`config.mk`:
```
export PLATFORM = sky130hd
export DESIGN_NAME = instruction_fetch
export DESIGN_NICKNAME = d
export VERILOG_FILES = /design/src/rtl/instruction_fetch.sv
export SDC_FILE = /design/constraint.sdc
export NUM_CORES = 1
export LEC_CHECK = 0
export ABC_AREA = 1
export CORE_MARGIN = 2
export CORE_UTILIZATION = 39
export DETAILED_ROUTE_END_ITERATION = 10
export GPL_ROUTABILITY_DRIVEN = 1
export HOLD_SLACK_MARGIN = 0.12
export PLACE_DENSITY = 0.82
export SLEW_MARGIN = 25
export SYNTH_ARGS = -nofsm -noshare
export SYNTH_HDL_FRONTEND = slang
export SYNTH_SLANG_ARGS = --single-unit
```
`constraint.sdc`:
```
create_clock -name clk -period 1.83 [get_ports clk]
set_input_delay 0.366 -clock clk [delete_from_list [all_inputs] [get_ports clk]]
set_output_delay 0.366 -clock clk [all_outputs]
set_load 0.005 [all_outputs]
```
`src/rtl/instruction_fetch.sv`:
```
// Instruction fetch stage: owns the program counter, issues one word fetch at
// a time over a request/response instruction-memory port, and holds the
// returned instruction (with pre-split fields) until decode consumes it.
// Branch/jump redirects retarget the PC and squash any in-flight response.
module instruction_fetch #(
  parameter logic [31:0] RESET_PC = 32'h0000_0000
) (
  input  logic        clk,
  input  logic        rst_n,
  // instruction memory port
  output logic        imem_req,
  output logic [31:0] imem_addr,
  input  logic        imem_ready,
  input  logic        imem_rvalid,
  input  logic [31:0] imem_rdata,
  // decode port
  output logic        instr_valid,
  input  logic        decode_ready,
  output logic [31:0] instr,
  output logic [5:0]  opcode,
  output logic [4:0]  rs,
  output logic [4:0]  rt,
  output logic [4:0]  rd,
  output logic [4:0]  shamt,
  output logic [5:0]  funct,
  output logic [15:0] imm16,
  output logic [31:0] pc_out,
  output logic [31:0] pc_plus4,
  // branch/jump resolution
  input  logic        redirect_valid,
  input  logic [31:0] redirect_pc
);

  typedef enum logic [1:0] {
    S_IDLE  = 2'd0,
    S_FETCH = 2'd1,
    S_WAIT  = 2'd2,
    S_HOLD  = 2'd3
  } state_t;

  // Force a byte address onto a word boundary.
  function automatic logic [31:0] word_align(input logic [31:0] addr);
    return addr & 32'hFFFF_FFFC;
  endfunction

  // Sequential PC step; 32-bit arithmetic wraps 0xFFFF_FFFC -> 0x0000_0000.
  function automatic logic [31:0] pc_inc(input logic [31:0] pc);
    return pc + 32'd4;
  endfunction

  localparam logic [31:0] RESET_PC_A = RESET_PC & 32'hFFFF_FFFC;

  state_t      state_q;
  state_t      state_d;
  logic [31:0] pc_q;
  logic [31:0] pc_d;
  logic [31:0] instr_q;
  logic [31:0] pc_out_q;
  logic        discard_q;
  logic        discard_d;
  logic        capture;
  logic        accept;
  logic [31:0] redirect_target;

  assign accept          = (state_q == S_FETCH) && imem_ready;
  assign redirect_target = word_align(redirect_pc);

  // State register; reset aborts any state, including an outstanding request.
  always_ff @(posedge clk) begin
    if (!rst_n) begin
      state_q <= S_IDLE;
    end else begin
      state_q <= state_d;
    end
  end

  // Next-state logic; a response outside WAIT is a protocol violation and ignored.
  always_comb begin
    state_d = state_q;
    case (state_q)
      S_IDLE:  state_d = S_FETCH;
      S_FETCH: if (accept) state_d = S_WAIT;
      S_WAIT: begin
        if (imem_rvalid) begin
          // A squashed or redirected response goes straight back to fetching.
          if (discard_q || redirect_valid) state_d = S_FETCH;
          else                              state_d = S_HOLD;
        end
      end
      S_HOLD:  if (decode_ready || redirect_valid) state_d = S_FETCH;
      default: state_d = S_IDLE;
    endcase
  end

  // Output decode: request and valid come straight from the state register.
  always_comb begin
    imem_req    = (state_q == S_FETCH);
    instr_valid = (state_q == S_HOLD);
  end

  // Next PC, discard flag and capture strobe for the datapath registers.
  always_comb begin
    pc_d      = pc_q;
    discard_d = discard_q;
    capture   = 1'b0;
    case (state_q)
      S_FETCH: begin
        if (redirect_valid) begin
          pc_d = redirect_target;
          // The request leaving this cycle is for the old path; drop its reply.
          if (accept) discard_d = 1'b1;
        end
      end
      S_WAIT: begin
        if (imem_rvalid) begin
          discard_d = 1'b0;
          if (redirect_valid) begin
            // Reply arrives with the redirect: it is stale, drop it now.
            pc_d = redirect_target;
          end else if (!discard_q) begin
            capture = 1'b1;
            pc_d    = pc_inc(pc_q);
          end
        end else if (redirect_valid) begin
          pc_d      = redirect_target;
          discard_d = 1'b1;
        end
      end
      S_HOLD: begin
        if (redirect_valid) pc_d = redirect_target;
      end
      default: begin
        // Redirects in IDLE are ignored.
        pc_d = pc_q;
      end
    endcase
  end

  // Datapath registers: fetch PC, held instruction and its address.
  always_ff @(posedge clk) begin
    if (!rst_n) begin
      pc_q      <= RESET_PC_A;
      instr_q   <= 32'h0000_0000;
      pc_out_q  <= RESET_PC_A;
      discard_q <= 1'b0;
    end else begin
      pc_q      <= pc_d;
      discard_q <= discard_d;
      if (capture) begin
        instr_q  <= imem_rdata;
        pc_out_q <= pc_q;
      end
    end
  end

  assign imem_addr = pc_q;
  assign instr     = instr_q;
  assign pc_out    = pc_out_q;
  assign pc_plus4  = pc_inc(pc_out_q);

  assign opcode = instr_q[31:26];
  assign rs     = instr_q[25:21];
  assign rt     = instr_q[20:16];
  assign rd     = instr_q[15:11];
  assign shamt  = instr_q[10:6];
  assign funct  = instr_q[5:0];
  assign imm16  = instr_q[15:0];

endmodule
```
Word-level counts from Yosys, hierarchy flattened
Index checks and enable logic that the tools add are counted.
{"block": "totals", "ff_bits": 99, "input_bits": 70, "out_inout_bits": 178, "elab_cells": 45}
{"block": "op_classes", "n_addsub": 2, "eq_ne": 9, "muxes": 19, "n_reduce_logical": 10}
{"operator": "32-bit 2-to-1 mux", "n": 4}
{"operator": "32-bit by 3-bit adder with 32-bit output (second input constant)", "n": 2}
{"operator": "32-bit one-hot mux with 2 select lines", "n": 1}
{"operator": "1-bit 2-to-1 mux", "n": 8}
{"operator": "2-bit 2-to-1 mux", "n": 4}
{"operator": "2-bit one-hot mux with 4 select lines", "n": 1}
{"operator": "2-bit by 1-bit inequality test with 1-bit output (second input constant)", "n": 3}
{"operator": "2-bit equality test (second input constant)", "n": 2}
{"operator": "4-bit inequality test (second input constant)", "n": 1}
{"operator": "4-bit AND reduction", "n": 1}
{"operator": "2-bit nonzero test", "n": 2}
{"operator": "3-bit inequality test (second input constant)", "n": 1}
{"operator": "3-bit AND reduction", "n": 1}
{"operator": "2-bit by 1-bit equality test with 1-bit output (second input constant)", "n": 1}
{"operator": "2-bit logical NOT", "n": 1}
{"operator": "1-bit logical OR", "n": 2}
{"operator": "2-bit inequality test (second input constant)", "n": 1}
{"operator": "1-bit one-hot mux with 2 select lines", "n": 1}
{"operator": "2-bit AND reduction", "n": 1}
{"operator": "2-bit OR reduction", "n": 1}
{"operator": "1-bit logical AND", "n": 1}

Depth between registers and ports, before layout
Gate-level depths: netlist of run 1.
{"block": "logic_depth", "ltp_word": 5, "depth_mapped": 12, "mapped_depth_nobuf": 12}

Worst setup path before layout of run 1
No wires, ideal clock.
{"block": "synth_path", "path_kind": "register to output", "startpoint": "reg pc_out_q[2], in the netlist pc_out[2]", "endpoint": "out pc_plus4[30]", "arrival_ns": 1.540, "required_ns": 1.464, "slack_ns": -0.076, "stages_incl_launch_ff": 10, "path_buffers": 0, "cell_sequence": "dfxtp_1 ha_1 nand2_1 nor3_2 nand2_2 nor2_4 nand2_2 nor2_4 nand3_1 xor2_1"}
{"block": "synth_between", "elab_chain_len": 1}
{"element": "from (decl)", "line_no": "58", "text": "logic [31:0] pc_out_q;"}
{"element": "from (signal assigned)", "line_no": "151", "text": "pc_out_q <= pc_q;"}
{"element": "32-bit by 3-bit adder with 32-bit output", "line_no": "48", "text": "return pc + 32'd4;"}
{"element": "to (decl)", "line_no": "28", "text": "output logic [31:0] pc_plus4,"}
Every way passes these cells.

Worst setup path after layout of run 1
{"block": "layout_path", "startpoint": "reg pc_out_q[3], in the netlist pc_out[3]", "endpoint": "out pc_plus4[24]"}
Same word-level chain as after synthesis.

==> key figures, run 1 <==
Run status
  – Status: finished, violations left
  – Violated checks: setup timing

Floorplanning
  – Core Area: 14,000 sq um
  – Die X: 124 um
  – IO Pins: 248
  – Initial Util: 40.3%
  – Die footprint: ~15,000 sq um
  – Row count: 43
  – Die H: between 100 and 150 um

Pwr
  – Maximum vdd drop: 448 uV
  – Pwr dens: 597 nW/um^2
  – Leakage: 3.88 nW

Clocking
  – Worst skew pair latency: approximately 0.36 ns
  – H-tree depth: 3
  – CTS tree: built
  – Hold-fix buffers, CTS: 0
  – Number of CTS-inserted buffers: 9
  – Max Buffers Root-to-Sink: 2
  – Clk sinks: roughly 100
  – Clock root cell: clkbuf_16
  – Clock transition at the registers of the reported paths: about 0.07 ns

Timing
  – Clk_skew: ~0.0084 ns
  – Hold Worst Slack: 0.455 ns
  – Final hold viol count: 0
  – Worst slew pin tran: 0.341 ns
  – Finish-stage setup viols: 24
  – Setup TNS: -11.26 ns
  – Max Fclk: between 0.4 and 0.5 GHz
  – Minimum clock period: 2.48 ns
  – Count of pins over their slew limit: 0
  – Unrepaired setup endpoints after global routing: yes
  – Worst slew margin: 77.1%
  – Final period util: 136%
  – Setup ws final: -0.651 ns

Critical path
  – WP data arrival: 2.11 ns
  – CP Capture Type: output pin
  – Worst setup path class: reg -> out
  – Critical Path Fanout Max: 3
  – Critical Path RT: 1.46 ns
  – CP Launch Type: register

Synthesis
  – Sequential area share after synthesis: 35.2%
  – Syn_nets: between 800 and 900
  – Syn Inst Count: approximately 800
  – Flop and latch count out of synthesis: 99
  – Synth Cell Area: between 5000 and 6000 sq um
  – Netlist cell types: 37
  – Top post-synthesis cells by area: dfxtp_1 35%, a21oi_1 9.2%, inv_1 6.9%, nand2_1 6.9%, buf_4 6.7%
  – Syn avg cell area: 7.01 sq um
  – Ys Warns: 0
  – Synth top area share: 35.2%
  – Yosys top cell by area: dfxtp_1

Min path
  – Hold crit path type: reg -> reg

Route
  – WL final: 19,800 um
  – Wire length per cell: 15.1 um
  – Vias: 6,493
  – Remaining DRCs: 0
  – Via density: roughly 5.0
  – Router iterations before antenna repair: 8
  – Final antenna-violating net count: 0
  – First DRT Iteration DRCs: 428

Global route
  – Global routing's busiest layer: met2
  – All-Layer GR Usage: about 25%
  – Met1 usage: 29.0%
  – First-pass GRT wire length: 30,200 um
  – Pin count of the biggest net entering global routing: 75
  – Vias in the first global route: 6,157
  – Met3 Use GR: 4.08%
  – GRT Residual Overflow: 0
  – Initial antenna violation count: 0
  – GRT met2 Usage: around 45%

Finish
  – Design Area, Final: around 9500 sq um
  – Final Non-Filler Cells: 1,311
  – Final nets: 1,203
  – Fraction of layout cells with a size suffix above 1: 24.0%
  – Final Util: 68.1%
  – Area delta synth->final: 69.0%

Placed design
  – GPL Wtd Cong: around 0.91
  – Placed Instance Area: 8920 sq um
  – Post-Place Cells: ~1,300
  – I/O Buffers: between 200 and 250
  – DP Wirelength: about 15,000 um

Job
  – Max Cap Viol: 0
[sequential cells by signal (all words and copies together) (netlist names)]
register and flops:
state_q 2, discard_q 1, pc_out 32, imem_addr 32
instr 32
[synth_stat cells]
cell / n
a21oi_1: 104
inv_1: 104
nand2_1: 104
dfxtp_1: 99
o21ai_0: 74
nor2_1: 58
buf_4: 50
nand3_1: 39
xor2_1: 28
clkbuf_1: 24
a22oi_1: 15
nor3_1: 15
nand4_1: 14
buf_2: 8
ha_1: 7
nand2_2: 7
nor2_2: 7
o21bai_1: 7
a31oi_1: 6
or2_2: 6
nor2_4: 5
clkinv_1: 3
buf_1: 2
inv_2: 2
nand2_4: 2
nor3_2: 2
xnor2_1: 2
a21boi_0: 1
a221oi_1: 1
nand3_2: 1
nand3b_1: 1
nor3_4: 1
nor4_2: 1
o211ai_1: 1
o21bai_2: 1
o221ai_1: 1
or2_1: 1
[critical path, cell delays in order, from the launching register on]
cell     delay (ns)
dfxtp_4        0.38
ha_4           0.15
nand2_4        0.06
nor3_4         0.22
nand2_2        0.12
nor2_4         0.17
nand2_4        0.10
buf_12         0.14
nor2_4         0.10
xor2_1         0.17
buf_2          0.15
[cell families after synthesis]
| group | synth area share [%] |
|---|---|
| buffers and inverters | 16.4 |
| flip-flops | 35.2 |
| XOR/XNOR | 4.66 |
| AO/OA/AOI/OAI | 20.2 |
| adder cells (fa/ha/maj) | 1.55 |
| AND/OR/NAND/NOR | 22.1 |
[what timing repair did]
action / 4_1_cts / 5_1_grt
setup endpoints to repair: 42 / 54
pin swaps: 31 / 23
cloned: 0 / 0
gates resized for setup: 136 / 47
buffers inserted: 14 / 13
[power by group]
group | internal, mW | switching [mW]
registers | 2.26 | 0.137
logic | 0.694 | 0.576
clock network | 1.16 | 0.851
total | 4.12 | 1.56
[final cells by class]
type | count | area [sq um]
Clock inverter | 2 | 35.0
Tap cell | 180 | 225
Multi-Input combinational cell | 512 | 2990
Clock buffer | 13 | 270
Fill cell | 1121 | 4470
Timing Repair Buffer | 395 | 3590
Antenna cell | 1 | 2.50
Inverter | 109 | 412
Sequential cell | 99 | 2000
[metal layers]
metal | share of wire [%] | vias up
li1 | - | 3229
met1 | 40 | 2991
met2 | 50 | 237
met3 | 6.5 | 36
met4 | 3.0 | 0
met5 | 0 | -
[cell usage in the layout, fill, tap and decap left out, drive strengths merged, types with 2 or more instances in the layout]
master and n:
clkdlybuf4s50 213, buf 176, nand2 113, inv 106
a21oi 104, dfxtp 99, o21ai 74, nor2 70
nand3 40, xor2 28, nor3 18, a22oi 15
nand4 14, clkbuf 13, o21bai 8, or2 7
ha 7, a31oi 6, dlygate4sd2 4, clkinv 4
xnor2 2, clkdlybuf4s15 2
[metrics by stage]
stage | power, mW | setup slack (ns)
floorplan | 2.91 | -0.0598
detailed placement | 3.65 | -0.666
finish | 5.68 | -0.651
global placement | 3.62 | -0.597
global route | 5.93 | -0.756
CTS | 5.66 | -0.703
[path summary, 6_finish.rpt]
check / from / endpoint / slack (ns) / cells past startpoint
max: pc_out[3] / pc_plus4[24] / -0.65 / 10
min: imem_addr[0] / imem_addr[0] / 0.45 / 2
min reg2reg: imem_addr[0] / imem_addr[0] / 0.45 / 2
max reg2reg: state_q[1] / imem_addr[20] / 0.12 / 12
Power figures use the tool's default switching activity.
==> run 2, diff against run 1 <==
--- a/config.mk
+++ b/config.mk
@@ -12,6 +12,7 @@
 export GPL_ROUTABILITY_DRIVEN = 1
 export HOLD_SLACK_MARGIN = 0.12
 export PLACE_DENSITY = 0.82
+export SETUP_SLACK_MARGIN = 0.2
 export SLEW_MARGIN = 25
 export SYNTH_ARGS = -nofsm -noshare
 export SYNTH_HDL_FRONTEND = slang
==> run 2 against run 1 <==
- the flow still finishes with violations (setup timing)
- critical path depth unchanged
- register-to-register slack got worse by 0.18 ns
- total power increased by 14%
- die area unchanged
- core utilization increased by 14 points
- sequential power increased by 3%
- critical path type unchanged
- highest routed layer unchanged
==> key figures, run 2 (synthesis results as in run 1) <==
Route
  – Via density: 5.65 (+14%)
  – Wire length per cell: 21.4 um (+42%)
  – Router iterations before antenna repair: 8 (unchanged)
  – Final antenna-violating net count: 0 (unchanged)
  – WL final: 29,200 um (+48%)
  – First DRT Iteration DRCs: 800 (+87%)
  – Remaining DRCs: 0 (unchanged)
  – Vias: 7,700 (+19%)

Critical path
  – CP Capture Type: output pin
  – Worst r2r src: state_q[1]
  – Register-to-register setup slack: -0.06 ns (-0.18 ns)
  – Critical R2R Capture: imem_addr[20]
  – Worst Setup SP: pc_out[3]
  – Critical Path RT: 1.46 ns (about the same)
  – CP Launch Type: register
  – WP data arrival: 2.13 ns (+0.02 ns)
  – Critical Path Fanout Max: 3 (unchanged)
  – Worst setup path class: reg -> out
  – R2r worst-path depth: 12 (unchanged)

Global route
  – First-pass GRT wire length: 31,900 um (+5.7%)
  – Pin count of the biggest net entering global routing: 30 (-60%)
  – Vias in the first global route: 6,358 (+3.3%)
  – Initial antenna violation count: 1 (+1)
  – GRT Residual Overflow: 0 (unchanged)
  – All-Layer GR Usage: 26.7% (+1.6 points)

Placed design
  – I/O Buffers: 245 (unchanged)
  – Post-Place Cells: 1,269 (-0.55%)
  – GPL Wtd Cong: 0.966 (+6.4%)
  – Placed Instance Area: 8930 sq um (+0.13%)
  – DP Wirelength: 15,100 um (+2.3%)

Clocking
  – Clk sinks: 99 (unchanged)
  – Max Buffers Root-to-Sink: 2 (unchanged)
  – Hold-fix buffers, CTS: 0 (unchanged)
  – CTS tree: built
  – H-tree depth: 3 (unchanged)
  – Worst skew pair latency: 0.36 ns (about the same)
  – Clock root cell: clkbuf_16
  – Clock transition at the registers of the reported paths: 0.07 ns (about the same)
  – Number of CTS-inserted buffers: 9 (unchanged)

Finish
  – Final nets: 1,255 (+4.3%)
  – Fraction of layout cells with a size suffix above 1: 47.1% (+23 points)
  – Area delta synth->final: 105%
  – Commonest non-fill, non-tap cell in the layout: clkdlybuf4s50_1
  – Area occupied by registers: 2120 sq um (+6.1%)
  – Fill count: 761 (-32%)
  – Design Area, Final: 11,500 sq um (+21%)
  – Final Non-Filler Cells: 1,364 (+4.0%)
  – Multi-input logic area: 3980 sq um (+33%)
  – Most frequent cells in the layout: 131 x clkdlybuf4s50_1, 116 x buf_4, 95 x inv_1

Floorplanning
  – IO Pins: 248 (unchanged)
  – Die X: 124 um (unchanged)
  – Core Area: 14,000 sq um (unchanged)
  – Die H: 124 um (unchanged)
  – Row count: 43 (unchanged)
  – Die footprint: 15,400 sq um (unchanged)
  – Initial Util: 40.3% (unchanged)

Pwr
  – Pwr dens: 564 nW/um^2 (-5.5%)
  – Tot Pwr: 6.50 mW (+14%)
  – Maximum vdd drop: 469 uV (+4.7%)
  – Leakage: 5.31 nW (+37%)

Job
  – Max Cap Viol: 0 (unchanged)

Timing
  – Final period util: 136% (+0.71 points)
  – Finish-stage setup viols: 31 (+29%)
  – Count of pins over their slew limit: 0 (unchanged)
  – Max Fclk: 0.401 GHz (-0.52%)
  – Worst slew pin tran: 0.810 ns (+0.469 ns)
  – Worst slew margin: 46.0% (-31 points)
  – Minimum clock period: 2.49 ns (+0.0130 ns)
  – Final hold viol count: 0 (unchanged)
  – Clk_skew: 0.00831 ns (-0.000106 ns)
  – Setup ws final: -0.664 ns (-0.0130 ns)
  – Unrepaired setup endpoints after global routing: yes

Run status
  – Violated checks: setup timing
  – Status: finished, violations left

Min path
  – Hold path startpoint: instr[27]
  – Hold endpoint: instr[27]
  – Hold crit path type: reg -> reg
  – Hold Path Stages: 2 (unchanged)
run 2: cell count changes in the layout (fill, tap and decap cells not counted), moves of 44 or more:
cell,before,now
dlygate4sd2_1,4,56
dfxtp_1,88,31
buf_6,11,55
a21oi_1,103,46
clkdlybuf4s50_1,213,131
a21oi_2,1,53
o21ai_0,73,7
run 2: worst max-delay path, stage by stage, from the launching register on:
cell	delay [ns]
dfxtp_4	0.39
nand3_4	0.10
nor2_4	0.14
nand2_4	0.08
nor2_4	0.17
nand2_4	0.09
nor3_4	0.23
buf_4	0.17
buf_6	0.08
xor2_1	0.16
buf_2	0.14
run 2: per-stage QoR:
step	worst slack [ns]	hold slack (ns)	TNS, ns	utilization (%)
floorplan	-0.0421	0.441	-0.0517	-
global placement	-0.568	0.441	-12.05	63.9
detailed placement	-0.595	0.440	-15.78	63.9
CTS	-0.593	0.452	-9.49	68.5
global route	-0.738	0.478	-13.40	82.4
finish	-0.664	0.461	-10.90	82.4
run 2: area by class of cell:
| cell class | instances | area share, % |
|---|---|---|
| inverters | 109 | 3.92 |
| flip-flops and latches | 99 | 18.4 |
| repair buffers | 446 | 38.3 |
| diodes | 1 | 0.0217 |
| well taps | 180 | 1.95 |
| clock inverters | 6 | 0.771 |
| clock buffers | 10 | 2.07 |
| multi-input cells | 513 | 34.5 |
run 2: timing repair:
item,in CTS,in global routing
buffers inserted,24,41
setup endpoints to repair,154,138
gates resized for setup,290,408
pin swaps,46,129
cloned,0,13
run 2: how the worst max path moves through the flow:
| stage | end | slack, ns | cells past startpoint |
|---|---|---|---|
| CTS | pc_plus4[19] | -0.59 | 10 |
| detailed placement | pc_plus4[30] | -0.60 | 10 |
| finish | pc_plus4[19] | -0.66 | 10 |
| floorplan | pc_plus4[30] | -0.04 | 9 |
| global placement | pc_plus4[30] | -0.57 | 10 |
| global route | pc_plus4[31] | -0.74 | 10 |
run 2: layer usage:
metal	share of wire [%]	wire [um]	GRT usage, %	vias to the layer above
met1	35	10200	31.0	3606
met5	0	0	0	-
met3	9.2	2680	6.96	181
li1	-	-	-	3344
met4	6.6	1930	11.9	0
met2	49	14400	46.1	569
run 2: power breakdown:
group | switching (mW) | internal, mW
Clock | 0.916 | 1.24
Combinational | 0.920 | 0.963
Sequential | 0.195 | 2.27
Total | 2.03 | 4.47
==> run 3, diff against run 2 <==
--- a/config.mk
+++ b/config.mk
@@ -6,12 +6,13 @@
 export NUM_CORES = 1
 export LEC_CHECK = 0
 export ABC_AREA = 1
+export CAP_MARGIN = 10
 export CORE_MARGIN = 2
-export CORE_UTILIZATION = 39
+export CORE_UTILIZATION = 30
 export DETAILED_ROUTE_END_ITERATION = 10
 export GPL_ROUTABILITY_DRIVEN = 1
 export HOLD_SLACK_MARGIN = 0.12
-export PLACE_DENSITY = 0.82
+export PLACE_DENSITY = 0.67
 export SETUP_SLACK_MARGIN = 0.2
 export SLEW_MARGIN = 25
 export SYNTH_ARGS = -nofsm -noshare
==> run 3 against run 2 <==
- the run still ends with setup timing left
- cell area shrank 1.1%
- clock power shrank 4%
- routed wire length shrank 21%
- clock skew grew 0.0025 ns
- die area grew 29%
- via count shrank 10%
- largest cell class unchanged
- highest routed layer unchanged
==> key figures, run 3 (synthesis results as in run 1) <==
Min path
  – Hold crit path type: reg -> reg

Pwr
  – Int Power: 4.44 mW (-0.48%)
  – Tot Pwr: 6.29 mW (-3.2%)
  – Sw frac: 29.3% (-1.9 points)
  – Clk pwr share: 32.9% (-0.2 points)
  – Sequential Power Share: 38.1% (+0.2 points)
  – Psw: 1.84 mW (-9.3%)
  – Maximum vdd drop: 438 uV (-6.7%)
  – Comb pwr share: 29.0% (about the same)
  – Pwr dens: 552 nW/um^2 (-2.1%)
  – Leakage: 5.04 nW (-5.2%)

Clocking
  – Clock root cell: clkbuf_16
  – Clk sinks: 99 (unchanged)
  – Hold-fix buffers, CTS: 0 (unchanged)
  – Number of CTS-inserted buffers: 9 (unchanged)
  – Worst skew pair latency: 0.35 ns (about the same)
  – Max Buffers Root-to-Sink: 2 (unchanged)
  – CTS tree: built
  – Clock transition at the registers of the reported paths: 0.07 ns (about the same)
  – H-tree depth: 3 (unchanged)

Global route
  – Met1 usage: 23.4% (-7.6 points)
  – All-Layer GR Usage: 20.0% (-6.7 points)
  – Global routing's busiest layer: met2
  – Initial antenna violation count: 0 (-1)
  – Vias in the first global route: 6,217 (-2.2%)
  – Met3 Use GR: 5.30% (-1.7 points)
  – GRT met2 Usage: 35.9% (-10 points)
  – Pin count of the biggest net entering global routing: 25 (-17%)
  – GRT Residual Overflow: 0 (unchanged)
  – First-pass GRT wire length: 31,900 um (-0.17%)

Critical path
  – CP Capture Type: output pin
  – Critical Path End: pc_plus4[24]
  – Worst setup path class: reg -> out
  – Slowest cell on the critical path: dfxtp_4
  – Critical Path Fanout Max: 4 (+1)
  – Register-to-register setup slack: -0.07 ns (about the same)
  – WP data arrival: 2.03 ns (-0.10 ns)
  – Worst r2r src: state_q[0]
  – Worst Setup SP: pc_out[2]
  – Worst path cell trace: ha_4, nand2_4, nor3_4, nand2_2, nor2_4, buf_6, nand2_8, nor2_4, buf_4, xor2_1, buf_2
  – Critical R2R Capture: imem_addr[16]
  – CP Launch Type: register
  – Critical Path Max Stage Delay: 0.38 ns (about the same)
  – Critical Path RT: 1.46 ns (about the same)
  – R2r worst-path depth: 12 (unchanged)
  – CP most frequent cell: nor2_4

Floorplanning
  – Die H: 141 um (+14%)
  – IO Pins: 248 (unchanged)
  – Die footprint: 19,900 sq um (+29%)
  – Core Area: 18,600 sq um (+33%)
  – Die X: 141 um (+14%)
  – Initial Util: 30.3% (-10 points)
  – Row count: 50 (+16%)

Finish
  – Fraction of layout cells with a size suffix above 1: 45.2% (-1.9 points)
  – Commonest non-fill, non-tap cell in the layout: clkdlybuf4s50_1
  – Most frequent cells in the layout: 152 x clkdlybuf4s50_1, 133 x buf_4, 97 x inv_1
  – Area delta synth->final: 102%
  – Final nets: 1,271 (+1.3%)
  – Ant. Diodes: 0 (-1)

Timing
  – Setup ws final: -0.567 ns (+0.0971 ns)
  – Unrepaired setup endpoints after global routing: yes
  – Count of pins over their slew limit: 0 (unchanged)
  – Worst slew pin tran: 0.720 ns (-0.0905 ns)
  – Max Fclk: 0.417 GHz (+4.1%)
  – Clk_skew: 0.0108 ns (+0.00252 ns)
  – Final period util: 131% (-5.3 points)
  – Minimum clock period: 2.40 ns (-0.0971 ns)
  – Worst slew margin: 52.0% (+6.0 points)
  – Final hold viol count: 0 (unchanged)
  – Finish-stage setup viols: 30 (-3.2%)
  – Setup TNS: -10.01 ns (+0.890 ns)

Job
  – Max Cap Viol: 0 (unchanged)

Route
  – Wire length per cell: 16.0 um (-25%)
  – First DRT Iteration DRCs: 377 (-53%)
  – Via density: 4.83 (-14%)
  – WL final: 23,000 um (-21%)
  – Remaining DRCs: 0 (unchanged)
  – Final antenna-violating net count: 0 (unchanged)
  – Router iterations before antenna repair: 7 (-1)
  – Vias: 6,920 (-10%)

Run status
  – Status: finished, violations left
  – Violated checks: setup timing

Placed design
  – DP Wirelength: 15,600 um (+3.2%)
  – GPL Wtd Cong: 0.932 (-3.5%)
  – I/O Buffers: 245 (unchanged)
[run 3: cell count changes in the layout (fill, tap and decap cells not counted), moves of 5 or more]
cell	before	now
clkdlybuf4s50_1	131	152
a21oi_1	46	63
buf_4	116	133
o21ai_4	21	5
dlymetal6s2s_1	26	12
a21oi_2	53	40
o21ai_2	32	43
o21ai_0	7	15
dfxtp_4	23	17
dlygate4sd2_1	56	50
buf_12	13	8
[run 3: power groups by stage]
stage	clock [mW]	combinational, mW	sequential, mW
after floorplan	0	0.498	2.42
after global placement	0	1.29	2.42
after detailed placement	0	1.30	2.43
after CTS	2.11	1.40	2.39
after global routing	2.18	1.94	2.41
final	2.07	1.82	2.39
[run 3: per-stage QoR]
step                hold slack, ns  utilization [%]  std cells  cell area [sq um]  setup WS [ns]
finish                       0.458             61.3       1433              11400         -0.567
detailed placement           0.439             49.1       1346               9120         -0.615
floorplan                    0.441                -        804               5730        -0.0421
CTS                          0.452             52.9       1387               9820         -0.658
global route                 0.478             61.3       1433              11400         -0.676
global placement             0.444             49.1       1346               9120         -0.603
[run 3: cell type report]
| cell class | count | area (sq um) |
|---|---|---|
| inverter | 109 | 452 |
| clock buffer | 12 | 236 |
| sequential | 99 | 2110 |
| clock inverter | 4 | 76.3 |
| multi-input combinational | 512 | 3730 |
| timing repair buffer | 463 | 4500 |
| tap | 234 | 293 |
| fill | 1549 | 7190 |
[run 3: critical path: cells and delay by family (launching register included)]
kind          cells  cell delay [ns]
simple gates      6             0.65
buf+inv           3             0.36
fa+ha+maj         1             0.16
flops             1             0.38
xor+xnor          1             0.11
[run 3: timing repair]
| item | CTS | global route |
|---|---|---|
| pin swaps | 47 | 88 |
| setup endpoints to repair | 155 | 150 |
| gates resized for setup | 296 | 327 |
| cloned | 1 | 12 |
| setup buffers | 24 | 34 |
[run 3: layer usage]
layer  vias to the layer above  part of all wire (%)
met5                         -                     0
met4                         0                   1.7
met3                        36                   5.4
met2                       247                    51
met1                      3270                    42
li1                       3367                     -
[run 3: worst min-delay path by stage]
| stage | startpoint | endpoint | slack, ns | depth (start not counted) |
|---|---|---|---|---|
| after floorplan | imem_addr[0] | imem_addr[0] | 0.44 | 2 |
| after global placement | instr[19] | instr[19] | 0.44 | 2 |
| after detailed placement | imem_addr[0] | imem_addr[0] | 0.44 | 2 |
| after CTS | imem_addr[0] | imem_addr[0] | 0.45 | 2 |
| after global routing | instr[28] | instr[28] | 0.48 | 2 |
| final | instr[23] | instr[23] | 0.46 | 2 |
